File: config.mk
export PLATFORM = sky130hd
export DESIGN_NAME = voter_session
export DESIGN_NICKNAME = d
export VERILOG_FILES = /design/src/rtl/voter_session.sv
export SDC_FILE = /design/constraint.sdc
export NUM_CORES = 1
export LEC_CHECK = 0
export BUFFER_PORTS_ARGS = -buffer_cell sky130_fd_sc_hd__buf_2
export CORE_MARGIN = 5
export CORE_UTILIZATION = 55
export DETAILED_ROUTE_END_ITERATION = 8
export PLACE_DENSITY = 0.8
export SYNTH_ARGS = -nofsm -noshare
export SYNTH_HDL_FRONTEND = slang
export SYNTH_SLANG_ARGS = --single-unit
File: constraint.sdc
create_clock -name clk -period 3.8 [get_ports clk]
set_input_delay 0.19 -clock clk [delete_from_list [all_inputs] [get_ports clk]]
set_output_delay 0.19 -clock clk [all_outputs]
set_load 0.02 [all_outputs]
File: src/rtl/voter_session.sv
// Session-based voting unit: collects one ballot per voter while OPEN, then
// tallies yes votes and reports a one-hot {fail, tie, pass} result.
module voter_session #(
  parameter  int N_VOTERS = 4,
  parameter  int TIMEOUT  = 16,
  localparam int CNT_W    = $clog2(N_VOTERS + 1),
  localparam int TMR_W    = $clog2(TIMEOUT + 1)
) (
  input  logic                clk,
  input  logic                rst_n,
  input  logic                start,
  input  logic                close,
  input  logic [N_VOTERS-1:0] vote_valid,
  input  logic [N_VOTERS-1:0] vote_yes,
  output logic                busy,
  output logic [N_VOTERS-1:0] voted,
  output logic [CNT_W-1:0]    yes_count,
  output logic [3:1]          O,
  output logic                result_valid
);

  typedef enum logic [1:0] {IDLE, OPEN, TALLY, DONE} state_t;

  localparam logic [CNT_W:0] N_EXT       = (CNT_W + 1)'(N_VOTERS);
  localparam logic [TMR_W-1:0] TIMER_LAST = TMR_W'(TIMEOUT - 1);

  state_t              state;
  state_t              next_state;
  logic [N_VOTERS-1:0] ballot;
  logic [TMR_W-1:0]    timer;
  logic [N_VOTERS-1:0] accept;
  logic                session_end;
  logic [CNT_W-1:0]    tally_count;
  logic [CNT_W:0]      twice_yes;
  logic [3:1]          tally_class;

  function automatic logic [CNT_W-1:0] popcount(input logic [N_VOTERS-1:0] v);
    logic [CNT_W-1:0] c;
    c = '0;
    for (int i = 0; i < N_VOTERS; i++) c = c + CNT_W'(v[i]);
    return c;
  endfunction

  // Only voters that have not yet been accepted this session may vote.
  assign accept      = vote_valid & ~voted;
  assign session_end = close || (&(voted | accept)) || (timer == TIMER_LAST);

  assign tally_count = popcount(ballot);
  assign twice_yes   = {tally_count, 1'b0};

  always_comb begin
    tally_class = 3'b100;
    if (twice_yes > N_EXT)
      tally_class = 3'b001;
    else if (twice_yes == N_EXT)
      tally_class = 3'b010;
  end

  always_ff @(posedge clk) begin
    if (!rst_n)
      state <= IDLE;
    else
      state <= next_state;
  end

  always_comb begin
    next_state = state;
    case (state)
      IDLE:    if (start) next_state = OPEN;
      OPEN:    if (session_end) next_state = TALLY;
      TALLY:   next_state = DONE;
      DONE:    next_state = IDLE;
      default: next_state = IDLE;
    endcase
  end

  always_comb begin
    busy         = (state == OPEN) || (state == TALLY);
    result_valid = (state == DONE);
  end

  // Results are captured on the TALLY->DONE edge and then held across IDLE.
  always_ff @(posedge clk) begin
    if (!rst_n) begin
      voted     <= '0;
      ballot    <= '0;
      timer     <= '0;
      yes_count <= '0;
      O         <= '0;
    end else begin
      case (state)
        IDLE: begin
          if (start) begin
            voted  <= '0;
            ballot <= '0;
            timer  <= '0;
          end
        end
        OPEN: begin
          voted  <= voted | accept;
          ballot <= (ballot & ~accept) | (vote_yes & accept);
          timer  <= timer + 1'b1;
        end
        TALLY: begin
          yes_count <= tally_count;
          O         <= tally_class;
        end
        default: ;
      endcase
    end
  end

endmodule

After elaboration in Yosys (flattened, before gate mapping)
Index checks and enable logic that the tools add are counted.
{"block": "op_classes", "n_lt_le_gt_ge": 1, "bitwise": 7, "n_eq_ne": 7, "add_sub_neg": 4, "reduce_logical": 8, "muxes": 10}
{"op": "case mux 4 bit (2 select lines)", "n": 2}
{"op": "AND 4 bit", "n": 3}
{"op": "case mux 5 bit (2 select lines)", "n": 1}
{"op": "inverter 4 bit", "n": 2}
{"op": "OR 4 bit", "n": 2}
{"op": "case mux 2 bit (4 select lines)", "n": 1}
{"op": "two-way mux 3 bit", "n": 2}
{"op": "adder 5 x 1 -> 5 bit (second input constant)", "n": 1}
{"op": "== test 5 x 4 -> 1 bit (second input constant)", "n": 1}
{"op": "two-way mux 5 bit", "n": 1}
{"op": "== test 2 bit (second input constant)", "n": 2}
{"op": "> comparator 4 x 3 -> 1 bit (second input constant)", "n": 1}
{"op": "two-way mux 2 bit", "n": 2}
{"op": "two-way mux 4 bit", "n": 1}
{"op": "inequality test 2 bit (second input constant)", "n": 2}
{"op": "AND reduction 2 bit", "n": 2}
{"op": "AND reduction 4 bit", "n": 1}
{"op": "adder 2 x 1 -> 3 bit", "n": 1}
{"op": "adder 3 x 1 -> 3 bit", "n": 1}
{"op": "== test 3 x 2 -> 1 bit (second input constant)", "n": 1}
{"op": "logical OR 1 bit", "n": 3}
{"op": "adder 1 x 1 -> 2 bit", "n": 1}
{"op": "== test 2 x 1 -> 1 bit (second input constant)", "n": 1}
{"op": "zero test 2 bit", "n": 1}
{"op": "nonzero test 2 bit", "n": 1}
{"block": "totals", "reg_bits": 21, "in_bits": 12, "word_cells": 43}

Logic depth before layout (Yosys ltp)
Gate-level depths: netlist (run 1).
{"block": "depth", "ltp_word": 8, "ltp_mapped": 9, "mapped_depth_nobuf": 9}

Worst setup path after synthesis (run 1)
No wires, ideal clock.
{"block": "synth_timing", "path_type": "register to register", "startpoint": "register ballot[0]", "endpoint": "register O[1] (netlist name)", "arrival_ns": 1.810, "setup_time_ns": 0.076, "n_path_buf": 0, "path_stages_with_launch": 10, "setup_slack_ns": 1.914, "t_required_ns": 3.724, "path_cell_list": "dfxtp_1 inv_1 fa_1 inv_1 ha_1 inv_1 ha_1 a21boi_0 nand2b_1 a21boi_0"}
{"block": "synth_via", "elab_chain_len": 5}
{"item": "start, declared", "line_no": "29", "rtl": "logic [N_VOTERS-1:0] ballot;"}
{"item": "start signal, assigned", "line_no": "101", "rtl": "ballot <= (ballot & ~accept) | (vote_yes & accept);"}
{"item": "adder 1 x 1 -> 2 bit", "line_no": "40", "rtl": "for (int i = 0; i < N_VOTERS; i++) c = c + CNT_W'(v[i]);"}
{"item": "adder 2 x 1 -> 3 bit", "line_no": "40"}
{"item": "adder 3 x 1 -> 3 bit", "line_no": "40"}
{"item": "via tally_count[1]", "line_no": "33", "rtl": "logic [CNT_W-1:0] tally_count;"}
{"item": "> comparator 4 x 3 -> 1 bit", "line_no": "53", "rtl": "if (twice_yes > N_EXT)"}
{"item": "two-way mux 3 bit", "line_no": "53"}
{"item": "end signal, assigned", "line_no": "106", "rtl": "O <= tally_class;"}
{"item": "end, declared", "line_no": "18", "rtl": "output logic [3:1] O,"}
The timed path passes the listed nets, and every way through them passes these cells.
A chain may end at the register's enable or synchronous reset.

Worst setup path after layout (run 1)
Ends and elaborated chain as after synthesis.

==> out/qor.txt, run 1 <==
CTS Hold Bufs -> 0
first drt pass iteration count -> 4
Synth Area in Simple Gates -> 23.6%
clk root buf -> clkbuf_4
cts bufs inserted -> 3
commonest cells after routing, fill and taps aside -> buf_2, dfxtp_1, nand2_1
GP Congestion -> 0.763
crit end category -> flop
max-cap violations -> 0
IO Count -> 24
Row Count -> 16
YS warnings -> 0
ANT cells -> 0
critical path's largest stage delay -> 0.54 ns
Fin Setup TNS -> 0 ns
Top delay family on crit path -> adder cells
total die area -> 3070 sq um
post-synthesis average cell area -> 8.72 sq um
critical path arrival -> 2.37 ns
Peak VDD IR -> 0.000349 V
max-slew violations -> 0
worst skew pair latency -> 0.30 ns
post-synth top area cell -> dfxtp_1
R2R Path End -> O[1]
CP max-delay cell -> fa_1
Compound-Gate Fraction of Synth Area -> 17.5%
largest family of logic cells by synthesized area -> simple AND/OR/NAND/NOR gates
status -> complete, no violations
Via density -> 5.36
ys flop type -> dfxtp_1
CP bufs+invs -> 3
fraction of the mapped netlist area in adder cells -> 12.8%
GRT Util Overall -> 16.4%
pin count of the biggest net entering global routing -> 27
hold path startpoint -> vote_yes[0]
grt ovf -> 0
crit-path max FO -> 3
# nets final -> 177
Final WS setup -> 1.66 ns
top cell type's share of synthesized area -> 37.1%
Final Setup Violations -> 0
core area -> 1960 sq um
Period minus WS final -> 2.14 ns
DR iter-0 viols -> 14
Final Hold Vio Count -> 0
post-synthesis mux area share -> 3.86%
Setup WS pre-CTS -> 1.70 ns
ys async rst share -> 0%
Crit path required time -> 4.04 ns
routed vias -> 965
Cell Chain, Critical Path -> inv_1 -> fa_1 -> inv_1 -> ha_1 -> inv_1 -> ha_1 -> a21boi_0 -> nand2b_1 -> a21boi_0
Sink Count -> 21
XOR/XNOR Fraction of Synth Area -> 0%
I/O Buffers -> 23
Total Routed Length -> 2330 um
layout cells sized above 1 -> 19.6%
first-pass GRT wire length -> 4100 um
Hold/Removal Path Class -> in -> reg
FF-to-FF Start -> ballot[0]
reg2reg path depth -> 9
hold endpoint -> ballot[0]
pwr/cell area -> 548 nW/um^2
DRT antenna net count -> 0
initial antenna violation count -> 0
reg2reg setup slack -> 1.66 ns
Startpoint Class -> flop
fin crit share -> 56.2%
CP Class -> reg -> reg
post_cts resized -> 0
Post-synth EDFFs -> 0
setup bufs post-CTS -> 0
clock-pin slew on the worst setup and hold paths -> 0.11 ns
Final Power -> 0.704 mW
routed len/inst -> 12.9 um
Area Growth Syn to Fin -> 13.4%
Max Root-Sink Buffers -> 2
synthesized area -> 1130 sq um
Worst Hold Depth -> 3
hpwl dp -> 1810 um
commonest non-fill, non-tap cell in the layout -> buf_2
post-synth cell types -> 31
leakage power -> 0.559 nW
vias in the first global route -> 1,006
Rel. slew slack -> 67.3%
Die Width -> 55.4 um
Post-Syn Nets -> 153
Die H -> 55.4 um
DRC -> 0
Initial Utilization -> 57.8%
CTS tree -> built
Yosys reg bits -> 21
sequential fraction of the synthesis area -> 37.1%
top cells by area, synth -> dfxtp_1, ha_1, a21oi_1
Hold WS -> 0.129 ns
unrepaired setup endpoints after global routing -> no
Syn Inst Count -> 130
worst slew pin tran -> 0.481 ns
Worst path most repeated cell -> inv_1
clk_skew -> 0.00195 ns
H-tree levels -> 1
fmax -> 468 MHz
[worst max path at each step]
stage,from,to,slack [ns],depth (start not counted)
after floorplan,ballot[0],O[1],1.91,9
after global placement,ballot[0],O[1],1.87,9
after detailed placement,ballot[0],O[1],1.70,9
after CTS,ballot[0],O[1],1.66,9
after global routing,ballot[0],O[3],1.48,9
final,ballot[0],O[1],1.66,9
[synth_stat cells (3+ instances only)]
| cell type | n |
|---|---|
| a21oi_1 | 13 |
| and2_1 | 3 |
| dfxtp_1 | 21 |
| ha_1 | 10 |
| inv_1 | 9 |
| mux2i_1 | 3 |
| nand2_1 | 15 |
| nand2b_1 | 8 |
| nor2_1 | 6 |
| nor2b_1 | 7 |
| nor3b_1 | 4 |
| o21ai_0 | 3 |
| o32ai_1 | 5 |
[metal layers]
| layer | track usage [%] | vias up | share of wire (%) |
|---|---|---|---|
| met5 | 0 | - | 0 |
| li1 | - | 494 | - |
| met4 | 11.8 | 0 | 3.1 |
| met3 | 3.26 | 7 | 4.0 |
| met1 | 18.4 | 444 | 43 |
| met2 | 27.4 | 20 | 49 |
[sequential cells by signal, summed over array words and instances, names as in the netlist]
name       cells
O              3
ballot         4
state          2
timer          5
voted          4
yes_count      3
[cells by family after synthesis]
| logic type | Yosys count |
|---|---|
| flip-flops | 21 |
| AO/OA/AOI/OAI | 31 |
| buffers and inverters | 13 |
| AND/OR/NAND/NOR | 50 |
| adder cells (fa/ha/maj) | 11 |
| multiplexers | 4 |
[power by group]
part           switching (mW)  internal, mW
Combinational           0.195         0.121
Sequential             0.0275         0.253
Clock                  0.0655        0.0410
Total                   0.289         0.415
[worst min-delay path, cell delays in order]
cell     delay [ns]
buf_2          0.09
nand2_1        0.05
o32ai_1        0.06
[per-stage QoR]
stage / cell area, sq um / util [%] / instances
global placement: 1260 / 64.2 / 176
detailed placement: 1260 / 64.2 / 176
finish: 1280 / 65.5 / 180
floorplan: 1130 / - / 130
global route: 1280 / 65.5 / 180
CTS: 1280 / 65.5 / 180
[layout make-up]
cell class,count,area [sq um]
fill,201,677
inverter,9,33.8
clock buffer,4,26.3
timing repair buffer,23,115
multi-input combinational,96,656
tap,27,33.8
sequential,21,420
(Power assumes the default switching activity.)
==> run 2: changes to the inputs <==
CORE_UTILIZATION = 53   (was 55)
PLACE_DENSITY = 0.78   (was 0.8)
clock period = 2.2 ns   (was 3.8 ns; I/O delays follow)
==> run 2 against run 1 <==
  * Utilization fell by 1.3 points
  * Critical endpoint unchanged
  * Non-clock buffer count is the same
  * Die area increased by 3.1%
  * Register-to-register slack lost 1.4 ns
  * Clock skew rose by 0.0029 ns
  * Global-route usage down 1.2 points
  * Count of clock-buffer cells in the layout unchanged
  * Final area unchanged
  * Sequential share of layout area unchanged
  * Maximum frequency increased by 11%
  * Final cell count stayed put
  * Hold slack got worse by 0.078 ns
==> out/qor.txt, run 2 (synthesized netlist as in run 1, its figures left out) <==
status -> complete, no violations
commonest non-fill, non-tap cell in the layout -> buf_2
# nets final -> 177 (unchanged)
Row Count -> 16 (unchanged)
CP endpoint -> O[1]
clock-pin slew on the worst setup and hold paths -> 0.11 ns (about the same)
crit-path max FO -> 3 (unchanged)
Final Hold Vio Count -> 0 (unchanged)
cts bufs inserted -> 3 (unchanged)
pwr/cell area -> 948 nW/um^2 (+73%)
fin crit share -> 87.3% (+31 points)
number of flip-flops in the largest register -> 5 (unchanged)
reg2reg path depth -> 9 (unchanged)
Regs by FF count -> timer: 5 flops, ballot: 4 flops, voted: 4 flops
vias in the first global route -> 954 (-5.2%)
Die Width -> 56.2 um (+1.5%)
reg2reg setup slack -> 0.28 ns (-1.38 ns)
clk_skew -> 0.00487 ns (+0.00293 ns)
DRC -> 0 (unchanged)
Rel. slew slack -> 65.1% (-2.2 points)
Area Growth Syn to Fin -> 13.4% (unchanged)
IO Count -> 24 (unchanged)
DR iter-0 viols -> 15 (+1)
Via density -> 5.34 (-0.41%)
Sink Count -> 21 (unchanged)
critical path depth -> 9 (unchanged)
Period minus WS final -> 1.92 ns (-0.215 ns)
H-tree levels -> 1 (unchanged)
CTS tree -> built
CP Class -> reg -> reg
CP bufs+invs -> 3 (unchanged)
Max Root-Sink Buffers -> 2 (unchanged)
routed vias -> 961 (-0.41%)
critical path's largest stage delay -> 0.53 ns (about the same)
Die H -> 56.2 um (+1.5%)
FF-to-FF Start -> ballot[0]
R2R Path End -> O[1]
DRT antenna net count -> 0 (unchanged)
GP Congestion -> 0.766 (+0.45%)
post_cts resized -> 0 (unchanged)
critical path arrival -> 2.15 ns (-0.22 ns)
max-cap violations -> 0 (unchanged)
largest register by flop count -> timer
Non-Filler Instances -> 180 (unchanged)
first-pass GRT wire length -> 3930 um (-4.2%)
Startpoint Class -> flop
hpwl dp -> 1720 um (-5.4%)
Crit path required time -> 2.43 ns (-1.61 ns)
pin count of the biggest net entering global routing -> 27 (unchanged)
Multi-input gate area -> 656 sq um (unchanged)
crit end category -> flop
Cell Chain, Critical Path -> inv_1 -> fa_1 -> inv_1 -> ha_1 -> inv_1 -> ha_1 -> a21boi_1 -> nand2b_1 -> a21boi_0
Total Routed Length -> 2320 um (-0.39%)
Hold/Removal Path Class -> in -> reg
Peak VDD IR -> 0.000806 V (+130%)
initial antenna violation count -> 0 (unchanged)
CTS Hold Bufs -> 0 (unchanged)
clk root buf -> clkbuf_4
fmax -> 521 MHz (+11%)
Initial Utilization -> 56.6% (-1.2 points)
placed cell count -> 176 (unchanged)
grt ovf -> 0 (unchanged)
leakage power -> 0.560 nW (+0.21%)
commonest cells after routing, fill and taps aside -> buf_2, dfxtp_1, nand2_1
setup bufs post-CTS -> 0 (unchanged)
Top delay family on crit path -> adder cells
first drt pass iteration count -> 4 (unchanged)
routed len/inst -> 12.9 um (-0.39%)
unrepaired setup endpoints after global routing -> no
layout cells sized above 1 -> 19.6% (unchanged)
ANT cells -> 0 (unchanged)
CP max-delay cell -> fa_1
Seq. cell area -> 420 sq um (unchanged)
core area -> 2000 sq um (+2.0%)
I/O Buffers -> 23 (unchanged)
GRT Util Overall -> 15.2% (-1.2 points)
worst slew pin tran -> 0.514 ns (+0.0328 ns)
worst skew pair latency -> 0.30 ns (about the same)
Final Setup Violations -> 0 (unchanged)
beginning of the critical path -> ballot[0]
Fin Setup TNS -> 0 ns (unchanged)
total die area -> 3160 sq um (+3.1%)
Fill cells -> 180 (-10%)
max-slew violations -> 0 (unchanged)
Worst path most repeated cell -> inv_1
==> run 2: cell counts in the layout (fill, tap and decap cells not counted) <==
Identical to the previous run, type by type.
==> run 2: layer usage <==
metal | track usage, % | vias up | share of wire (%) | routed length, um
met1 | 18.0 | 435 | 45 | 1040
met4 | 8.81 | 0 | 2.2 | 52
li1 | - | 489 | - | -
met3 | 2.55 | 6 | 6.1 | 141
met5 | 0 | - | 0 | 0
met2 | 25.5 | 31 | 47 | 1080
==> run 2: layout make-up <==
type	instances	area share, %
multi-input cells	96	51.0
well taps	27	2.63
inverters	9	2.63
repair buffers	23	8.96
clock buffers	4	2.04
flip-flops and latches	21	32.7
==> run 2: worst min-delay path by stage <==
stage,endpoint,start,cells past startpoint,slack [ns]
after global routing,ballot[1],vote_yes[1],3,0.05
after global placement,ballot[1],vote_yes[1],3,0.37
after CTS,ballot[0],vote_yes[0],3,0.04
after detailed placement,ballot[1],vote_yes[1],3,0.37
after floorplan,ballot[0],vote_yes[0],2,0.26
final,ballot[0],vote_yes[0],3,0.05
==> run 2: stage by stage <==
step / total power, mW / setup slack (ns) / util (%) / hold slack, ns / instance area (sq um)
3_3_place_gp: 1.02 / 0.264 / 62.9 / 0.367 / 1260
5_1_grt: 1.31 / 0.0809 / 64.2 / 0.0451 / 1280
4_1_cts: 1.22 / 0.176 / 64.2 / 0.0431 / 1280
2_1_floorplan: 0.920 / 0.314 / - / 0.260 / 1130
3_5_place_dp: 1.04 / 0.194 / 62.9 / 0.374 / 1260
6_report: 1.22 / 0.280 / 64.2 / 0.0503 / 1280
==> run 2: worst register-to-register path, stage by stage, from the launching register on <==
cell and delay, ns:
dfxtp_1 0.35, inv_1 0.06, fa_1 0.53, inv_1 0.04, ha_1 0.18, inv_1 0.06, ha_1 0.23, a21boi_1 0.21
nand2b_1 0.08, a21boi_0 0.13
==> run 2: power breakdown <==
| part | switching (mW) | internal (mW) | leakage [nW] | total [mW] |
|---|---|---|---|---|
| Sequential | 0.0442 | 0.437 | 0.170 | 0.481 |
| Clock | 0.115 | 0.0706 | 0.0150 | 0.185 |
| Combinational | 0.341 | 0.211 | 0.375 | 0.552 |
| Total | 0.500 | 0.718 | 0.560 | 1.22 |
